`src/rtl/vga_sync_receiver.sv`:
```
// VGA sync receiver: recovers pixel coordinates from hsync_n/vsync_n, measures
// line and frame timing, and qualifies the pixel stream once timing has locked.
module vga_sync_receiver #(
    parameter int unsigned H_ACTIVE    = 640,
    parameter int unsigned H_BP        = 49,
    parameter int unsigned H_TOTAL     = 801,
    parameter int unsigned V_ACTIVE    = 480,
    parameter int unsigned V_BP        = 34,
    parameter int unsigned V_TOTAL     = 526,
    parameter int unsigned LOCK_FRAMES = 2
) (
    input  logic        clk,
    input  logic        rst,
    input  logic        hsync_n,
    input  logic        vsync_n,
    input  logic [8:0]  pixel_in,
    output logic        pix_valid,
    output logic [8:0]  pix_data,
    output logic [9:0]  pix_x,
    output logic [8:0]  pix_y,
    output logic        frame_start,
    output logic        locked,
    output logic        timing_err,
    output logic [10:0] line_len,
    output logic [9:0]  frame_lines
);

    localparam int unsigned HCNT_W  = 11;
    localparam int unsigned VCNT_W  = 10;
    localparam int unsigned MATCH_W = (LOCK_FRAMES < 2) ? 1 : $clog2(LOCK_FRAMES + 1);
    localparam int unsigned TIMEOUT = 2 * H_TOTAL;

    typedef enum logic [1:0] {
        ST_SEARCH  = 2'd0,
        ST_MEASURE = 2'd1,
        ST_LOCKED  = 2'd2
    } state_e;

    state_e               state_q, state_d;
    logic [MATCH_W-1:0]   match_q, match_d;
    logic                 h_q, v_q;
    logic [HCNT_W-1:0]    hcnt_q, hcnt_d;
    logic [VCNT_W-1:0]    vcnt_q, vcnt_d;
    logic                 line_err_q, line_err_d;

    logic                 h_rise_c, v_rise_c;
    logic [HCNT_W-1:0]    hcnt_inc_c;
    logic                 line_bad_c, frame_bad_c, timeout_c;
    logic                 frame_ok_c, active_c, lock_fail_c, pix_ok_c, origin_c;
    logic [9:0]           x_c;
    logic [8:0]           y_c;

    // Edge detection and timing checks against the expected line/frame lengths
    always_comb begin
        h_rise_c    = hsync_n & ~h_q;
        v_rise_c    = vsync_n & ~v_q;
        hcnt_inc_c  = hcnt_q + HCNT_W'(1);
        line_bad_c  = h_rise_c && (hcnt_inc_c != HCNT_W'(H_TOTAL));
        frame_bad_c = v_rise_c && (vcnt_q != VCNT_W'(V_TOTAL));
        timeout_c   = (hcnt_q == HCNT_W'(TIMEOUT)) && !h_rise_c;
        frame_ok_c  = (vcnt_q == VCNT_W'(V_TOTAL)) && !line_err_q && !line_bad_c;
        active_c    = (hcnt_q >= HCNT_W'(H_BP)) && (hcnt_q < HCNT_W'(H_BP + H_ACTIVE)) &&
                      (vcnt_q >= VCNT_W'(V_BP)) && (vcnt_q < VCNT_W'(V_BP + V_ACTIVE));
        lock_fail_c = (state_q == ST_LOCKED) && (line_bad_c || frame_bad_c || timeout_c);
        pix_ok_c    = active_c && (state_q == ST_LOCKED) && !lock_fail_c;
        origin_c    = (hcnt_q == HCNT_W'(H_BP)) && (vcnt_q == VCNT_W'(V_BP));
        x_c         = 10'(hcnt_q - HCNT_W'(H_BP));
        y_c         = 9'(vcnt_q - VCNT_W'(V_BP));
    end

    // Horizontal/vertical counters and per-frame line error flag
    always_comb begin
        hcnt_d     = hcnt_q;
        vcnt_d     = vcnt_q;
        line_err_d = line_err_q | line_bad_c;
        if (h_rise_c) begin
            hcnt_d = '0;
        end else if (hcnt_q != '1) begin
            hcnt_d = hcnt_inc_c;
        end
        if (v_rise_c) begin
            vcnt_d     = '0;
            line_err_d = 1'b0;
        end else if (h_rise_c && (vcnt_q != '1)) begin
            vcnt_d = vcnt_q + VCNT_W'(1);
        end
    end

    // Lock FSM next state: timeout wins, then per-state frame qualification
    always_comb begin
        state_d = state_q;
        match_d = match_q;
        if (timeout_c) begin
            state_d = ST_SEARCH;
        end else begin
            unique case (state_q)
                ST_SEARCH: begin
                    if (v_rise_c) begin
                        state_d = ST_MEASURE;
                        match_d = '0;
                    end
                end
                ST_MEASURE: begin
                    if (v_rise_c) begin
                        if (frame_ok_c) begin
                            match_d = match_q + MATCH_W'(1);
                            if ((32'(match_q) + 32'd1) >= LOCK_FRAMES) begin
                                state_d = ST_LOCKED;
                            end
                        end else begin
                            match_d = '0;
                        end
                    end
                end
                ST_LOCKED: begin
                    if (line_bad_c || frame_bad_c) begin
                        state_d = ST_SEARCH;
                    end
                end
                default: state_d = ST_SEARCH;
            endcase
        end
    end

    // State, counters and input sample registers
    always_ff @(posedge clk) begin
        if (rst) begin
            state_q    <= ST_SEARCH;
            match_q    <= '0;
            h_q        <= 1'b1;
            v_q        <= 1'b1;
            hcnt_q     <= '0;
            vcnt_q     <= '0;
            line_err_q <= 1'b0;
        end else begin
            state_q    <= state_d;
            match_q    <= match_d;
            h_q        <= hsync_n;
            v_q        <= vsync_n;
            hcnt_q     <= hcnt_d;
            vcnt_q     <= vcnt_d;
            line_err_q <= line_err_d;
        end
    end

    // Registered outputs; pixel fields hold while no valid pixel is present
    always_ff @(posedge clk) begin
        if (rst) begin
            pix_valid   <= 1'b0;
            frame_start <= 1'b0;
            timing_err  <= 1'b0;
            locked      <= 1'b0;
            pix_data    <= '0;
            pix_x       <= '0;
            pix_y       <= '0;
            line_len    <= '0;
            frame_lines <= '0;
        end else begin
            pix_valid   <= pix_ok_c;
            frame_start <= pix_ok_c && origin_c;
            timing_err  <= lock_fail_c;
            locked      <= (state_d == ST_LOCKED);
            if (pix_ok_c) begin
                pix_data <= pixel_in;
                pix_x    <= x_c;
                pix_y    <= y_c;
            end
            if (h_rise_c) begin
                line_len <= hcnt_inc_c;
            end
            if (v_rise_c) begin
                frame_lines <= vcnt_q;
            end
        end
    end

endmodule

```
`config.mk`:
```
export PLATFORM = sky130hd
export DESIGN_NAME = vga_sync_receiver
export DESIGN_NICKNAME = d
export VERILOG_FILES = /design/src/rtl/vga_sync_receiver.sv
export SDC_FILE = /design/constraint.sdc
export NUM_CORES = 1
export LEC_CHECK = 0
export CORE_MARGIN = 2
export CORE_UTILIZATION = 59
export CTS_BUF_LIST = sky130_fd_sc_hd__clkbuf_4 sky130_fd_sc_hd__clkbuf_8
export DETAILED_ROUTE_END_ITERATION = 12
export PLACE_DENSITY = 0.95
export SLEW_MARGIN = 20
export SYNTH_ARGS = -nofsm -noshare
export SYNTH_HDL_FRONTEND = slang
export SYNTH_SLANG_ARGS = --single-unit
```
`constraint.sdc`:
```
create_clock -name clk -period 6.1 [get_ports clk]
set_input_delay 1.83 -clock clk [delete_from_list [all_inputs] [get_ports clk]]
set_output_delay 1.83 -clock clk [all_outputs]
set_load 0.1 [all_outputs]
```
; Word level (Yosys, flattened, before mapping)
; Cells that the tools add are included.
[classes]
n_addsub = 6
order_cmp = 5
n_eq_ne = 13
mux = 11
n_bitwise = 6
n_reduce_logical = 25
[op_table]
columns = op, n
row1 = "!= test 10 bit, second input constant", 2
row2 = 2-to-1 mux 2 bit, 9
row3 = logical AND 1 bit, 14
row4 = "adder 11 x 1 -> 11 bit, second input constant", 1
row5 = "equality test 11 bit, second input constant", 1
row6 = "equality test 11 x 6 -> 1 bit, second input constant", 1
row7 = ">= comparator 11 x 6 -> 1 bit, second input constant", 1
row8 = "less-than comparator 11 x 10 -> 1 bit, second input constant", 1
row9 = "!= test 11 x 10 -> 1 bit, second input constant", 1
row10 = "!= test 11 bit, second input constant", 1
row11 = "adder 10 x 1 -> 10 bit, second input constant", 1
row12 = "equality test 10 bit, second input constant", 1
row13 = "equality test 10 x 6 -> 1 bit, second input constant", 1
row14 = ">= comparator 10 x 6 -> 1 bit, second input constant", 1
row15 = "less-than comparator 10 bit, second input constant", 1
row16 = "subtractor 10 x 6 -> 10 bit, second input constant", 1
row17 = "subtractor 9 x 6 -> 9 bit, second input constant", 1
row18 = case mux 2 bit (3 select lines), 1
row19 = "equality test 2 bit, second input constant", 2
row20 = logical NOT 1 bit, 4
row21 = "!= test 2 bit, second input constant", 2
row22 = case mux 2 bit (2 select lines), 1
row23 = AND reduction 4 bit, 1
row24 = OR reduction 2 bit, 2
row25 = other kinds (10), 14
[totals]
ff_bits = 81
inputBits = 13
out_inout_bits = 53
word_cells = 82

; Longest topological paths before layout
[depth]
depth_word = 10
ltp_mapped = 10
ltp_nobuf = 8

; Least setup slack after synthesis
; No wires, ideal clock.
[synth_path]
path_type = in2reg
start = input vsync_n
end = register pix_y[3]
setup_ns = 0.134
arrival_time_ns = 2.966
t_required_ns = 5.966
slack_ns = 3.000
cell_stages = 7
path_buffers = 2
cell_sequence = nor2b_1 -> a21oi_1 -> o2111ai_1 -> clkbuf_1 -> nor2_1 -> buf_2 -> a211oi_1
[synth_via]
elab_chain_cells = 7
[synth_rtl]
columns = element, line
row1 = from (decl), 15  ; input logic vsync_n,
row2 = bitwise AND 1 bit, 56  ; v_rise_c = vsync_n & ~v_q;
row3 = logical AND 1 bit, 59  ; frame_bad_c = v_rise_c && (vcnt_q != VCNT_W'(V_TOTAL));
row4 = logical OR 1 bit (2 in series), 64  ; lock_fail_c = (state_q == ST_LOCKED) && (line_bad_c || frame_bad_c || timeout_c);
row5 = logical AND 1 bit, 64
row6 = logical NOT 1 bit, 65  ; pix_ok_c = active_c && (state_q == ST_LOCKED) && !lock_fail_c;
row7 = logical AND 1 bit, 65
row8 = to (signal assigned), 166  ; pix_y <= y_c;
row9 = to (decl), 20  ; output logic [8:0] pix_y,
; No other way between the ends.
; A chain may end at the register's enable or synchronous reset.

; Worst setup path after layout
[layout_path]
start = input vsync_n
end = register pix_x[3]
[layout_via]
elab_chain_cells = 7
[layout_rtl]
columns = element, line
row1 = bitwise AND 1 bit, 56
row2 = logical AND 1 bit, 59
row3 = logical OR 1 bit (2 in series), 64
row4 = logical AND 1 bit, 64
row5 = logical NOT 1 bit, 65
row6 = logical AND 1 bit, 65
row7 = to (signal assigned), 154  ; pix_x <= '0;
row8 = to (signal assigned), 165  ; pix_x <= x_c;
row9 = to (decl), 19  ; output logic [9:0] pix_x,
; No other way between the ends.

==> flow_summary.json <==
{
  "status": "completed",
  "timing.reg2reg.setup_slack_ns": 2.64,
  "drt.antenna.violating_nets": 0,
  "critical_path.reg2reg.startpoint": "hcnt_q[0]",
  "layout.cells.most_common": "sky130_fd_sc_hd__dfxtp_1",
  "rows": 29,
  "floorplan.initialDensity_pct": 60.0,
  "final.min_clock_period_ns": 3.88,
  "critical_path_required_ns": 6.37,
  "grt_remaining_overflow": 0,
  "min_delay_path_depth": 2,
  "report.final.setup_viol": 0,
  "ys_warn_count": 0,
  "finalHoldViolCount": 0,
  "syn-cell-area_mm2": 0.00374,
  "drt_total_wl_um": 9320,
  "min_path_type": "flop to flop",
  "timing_max_transition_violations_final": 0,
  "numCtsBuffers": 9,
  "clock-sinks": 81,
  "synth.distinct_cells": 49,
  "hp-start": "frame_lines[7]",
  "cap_viol_max_count": 0,
  "syn-instance-count": 452,
  "tritoncts": "built",
  "ys_async_sr_fraction_pct": 0,
  "power.static_leakage_nw": 1.53,
  "diodes": 0,
  "multi_input_area_mm2": 0.00192,
  "critPathCaptureType": "flop",
  "syn_area_per_cell_um2": 8.29,
  "maxClockFrequency_mhz": 258,
  "place.detailed.hpwl_um": 6200,
  "count_of_hold_fix_buffers_inserted_at_cts": 0,
  "peakVddDrop_v": 0.000146,
  "route.detailed.vias_per_inst": 6.10,
  "finish.utilization_pct": 73.1,
  "drt_first_pass_iters": 5,
  "mappedNetlistNets": 474,
  "ff2ff_path_depth": 7,
  "setup.worst_path.start_class": "input port",
  "drc_errors": 0,
  "cellPowerDensity_mw_per_mm2": 236,
  "path_class": "input port to flop",
  "worst_ep_arrival_time_ns": 4.14,
  "post-synth-top-area-cell": "sky130_fd_sc_hd__dfxtp_1",
  "design.portCount": 66,
  "clock_tree.htree_level_count": 3,
  "register_area_mm2": 0.00162,
  "fillers": 426,
  "cell_chosen_for_the_clock_root": "sky130_fd_sc_hd__clkbuf_8",
  "clk_path_buf_depth": 2,
  "postCtsSetupBuffers": 0,
  "synth-compound-area-share_pct": 19.4,
  "clkLatencyLatePin_ns": 0.36,
  "io_buffers": 65,
  "relSlewSlack_pct": 30.3,
  "yosys_most_used_dff": "sky130_fd_sc_hd__dfxtp_1",
  "yosys.area_share.simple_pct": 21.8,
  "ys_ff_latch": 81,
  "post_synthesis_share_of_cell_area_spent_on_full_adders_half_adders_and_majority_gates_pct": 3.01,
  "grt_setup_unrepaired": "no",
  "vias": 3490,
  "die_h_um": 83.7,
  "synth.area.top_cells": "sky130_fd_sc_hd__dfxtp_1 (43%), sky130_fd_sc_hd__a21oi_1 (7.6%), sky130_fd_sc_hd__a211oi_1 (4.4%)",
  "synth_xor_xnor_area_share_pct": 6.78,
  "fin_tns_setup_ns": 0,
  "detail_route.wl_per_cell_um": 16.3,
  "endpoint_of_the_lowest_slack_register_to_register_path": "pix_x[3]",
  "cts-resized-gates": 0,
  "core_area_mm2": 0.00624,
  "grt_max_degree": 60,
  "synthMuxAreaShare_pct": 0,
  "grt_pass1_wl_um": 15700,
  "seq_area_frac_synth_pct": 43.3,
  "final_cell_mix": "sky130_fd_sc_hd__dfxtp_1 (81), sky130_fd_sc_hd__clkdlybuf4s50_1 (64), sky130_fd_sc_hd__a21oi_1 (57)",
  "dieArea_mm2": 0.00700,
  "drtIter0Drc": 247,
  "destination_of_the_worst_hold_path": "frame_lines[7]",
  "main_combinational_cell_family_by_area_after_synthesis": "simple AND/OR/NAND/NOR gates",
  "area_share_of_the_largest_cell_type_after_synthesis_pct": 43.3,
  "synth_enable_flop_cells": 0,
  "layout_worst_path_cycle_share_pct": 63.6,
  "worst_setup_skew_after_layout_ns": 0.00758,
  "finalWeightedCongestion": 0.924,
  "timing.critical_path.fanout_max": 21,
  "global_route_total_usage_across_every_layer_pct": 27.3,
  "max_slew.worst_pin.slew_ns": 1.05,
  "post_route_cells_drive_above_1_share_pct": 6.06,
  "clkSlewWorstSetupHoldPaths_ns": 0.08,
  "area.growth.synth_to_final_pct": 21.9,
  "die-width_um": 83.7,
  "grt_antenna_before_repair": 0,
  "finish.net_count": 512,
  "grt_pass1_vias": 3305
}
[flip-flops by register name, summed over array words and instances, names as in the netlist]
name         flops
h_q              1
state_q          2
pix_valid        1
frame_lines     10
vcnt_q          10
match_q          2
hcnt_q          11
pix_data         9
v_q              1
timing_err       1
line_len        11
pix_x           10
pix_y            9
locked           1
line_err_q       1
frame_start      1
[per-layer routing]
metal	wire, um	part of all wire, %	GRT usage, %	up-vias
li1	-	-	-	1657
met4	313	3.4	13.0	0
met2	4330	46	43.1	191
met1	3930	42	35.4	1601
met3	745	8.0	6.13	41
met5	0	0	0	-
[critical path, stage by stage]
cell and delay, ns:
sky130_fd_sc_hd__clkdlybuf4s50_1 0.49, sky130_fd_sc_hd__nor2b_1 0.62, sky130_fd_sc_hd__a21oi_1 0.22, sky130_fd_sc_hd__o2111ai_1 0.17
sky130_fd_sc_hd__buf_4 0.26, sky130_fd_sc_hd__nor2_1 0.23, sky130_fd_sc_hd__a311oi_1 0.32
[final cells by class]
class	instances	area share (%)
well taps	77	2.11
clock inverters	6	2.00
multi-input cells	321	42.0
flip-flops and latches	81	35.5
inverters	9	0.740
clock buffers	10	3.02
repair buffers	68	14.6
[power breakdown]
| group | total, W | internal [W] | switching, W |
|---|---|---|---|
| clock network | 0.000439 | 0.000243 | 0.000196 |
| logic | 0.0000913 | 0.0000285 | 0.0000628 |
| registers | 0.000545 | 0.000535 | 0.00000934 |
[cell usage after synthesis, drive strengths merged, types with 2 or more instances]
cell     n
and4     3
xor2    13
nand2b   8
nor2b    4
a21oi   57
o31ai    2
xnor2   16
nand2   42
a211oi  22
ha       9
clkbuf  27
nor3b    2
nor3     8
buf     14
or2      6
o21ai   19
a311oi   2
nand3   21
or3      3
o21a     2
nand4    9
inv      9
dfxtp   81
or4      4
a31oi    2
and2     5
nor4     7
nor2    41
[kinds of logic after synthesis]
group	count (synthesis)
simple gates	164
buf+inv	50
fa+ha+maj	9
compound gates	119
flops	81
xor+xnor	29
[stage by stage]
stage / setup WS, ns / hold slack, ns / std cells / cell area [um^2] / power, W
5_1_grt: 1.98 / 0.477 / 572 / 4560 / 0.00111
3_3_place_gp: 1.99 / 0.444 / 556 / 4340 / 0.000643
2_1_floorplan: 3.00 / 0.441 / 452 / 3740 / 0.000621
4_1_cts: 2.25 / 0.460 / 572 / 4560 / 0.00108
3_5_place_dp: 1.89 / 0.448 / 556 / 4340 / 0.000646
6_report: 2.22 / 0.455 / 572 / 4560 / 0.00108
[worst max path at each step]
| stage | start | to | slack [ns] | cells past startpoint |
|---|---|---|---|---|
| floorplan | vsync_n | pix_y[3] | 3.00 | 7 |
| global placement | vsync_n | pix_x[3] | 1.99 | 7 |
| detailed placement | vsync_n | pix_x[3] | 1.89 | 7 |
| CTS | vsync_n | pix_x[3] | 2.25 | 7 |
| global route | vsync_n | pix_y[7] | 1.98 | 6 |
| finish | vsync_n | pix_x[3] | 2.22 | 7 |
Note: power is estimated with default switching activity, not from simulation.
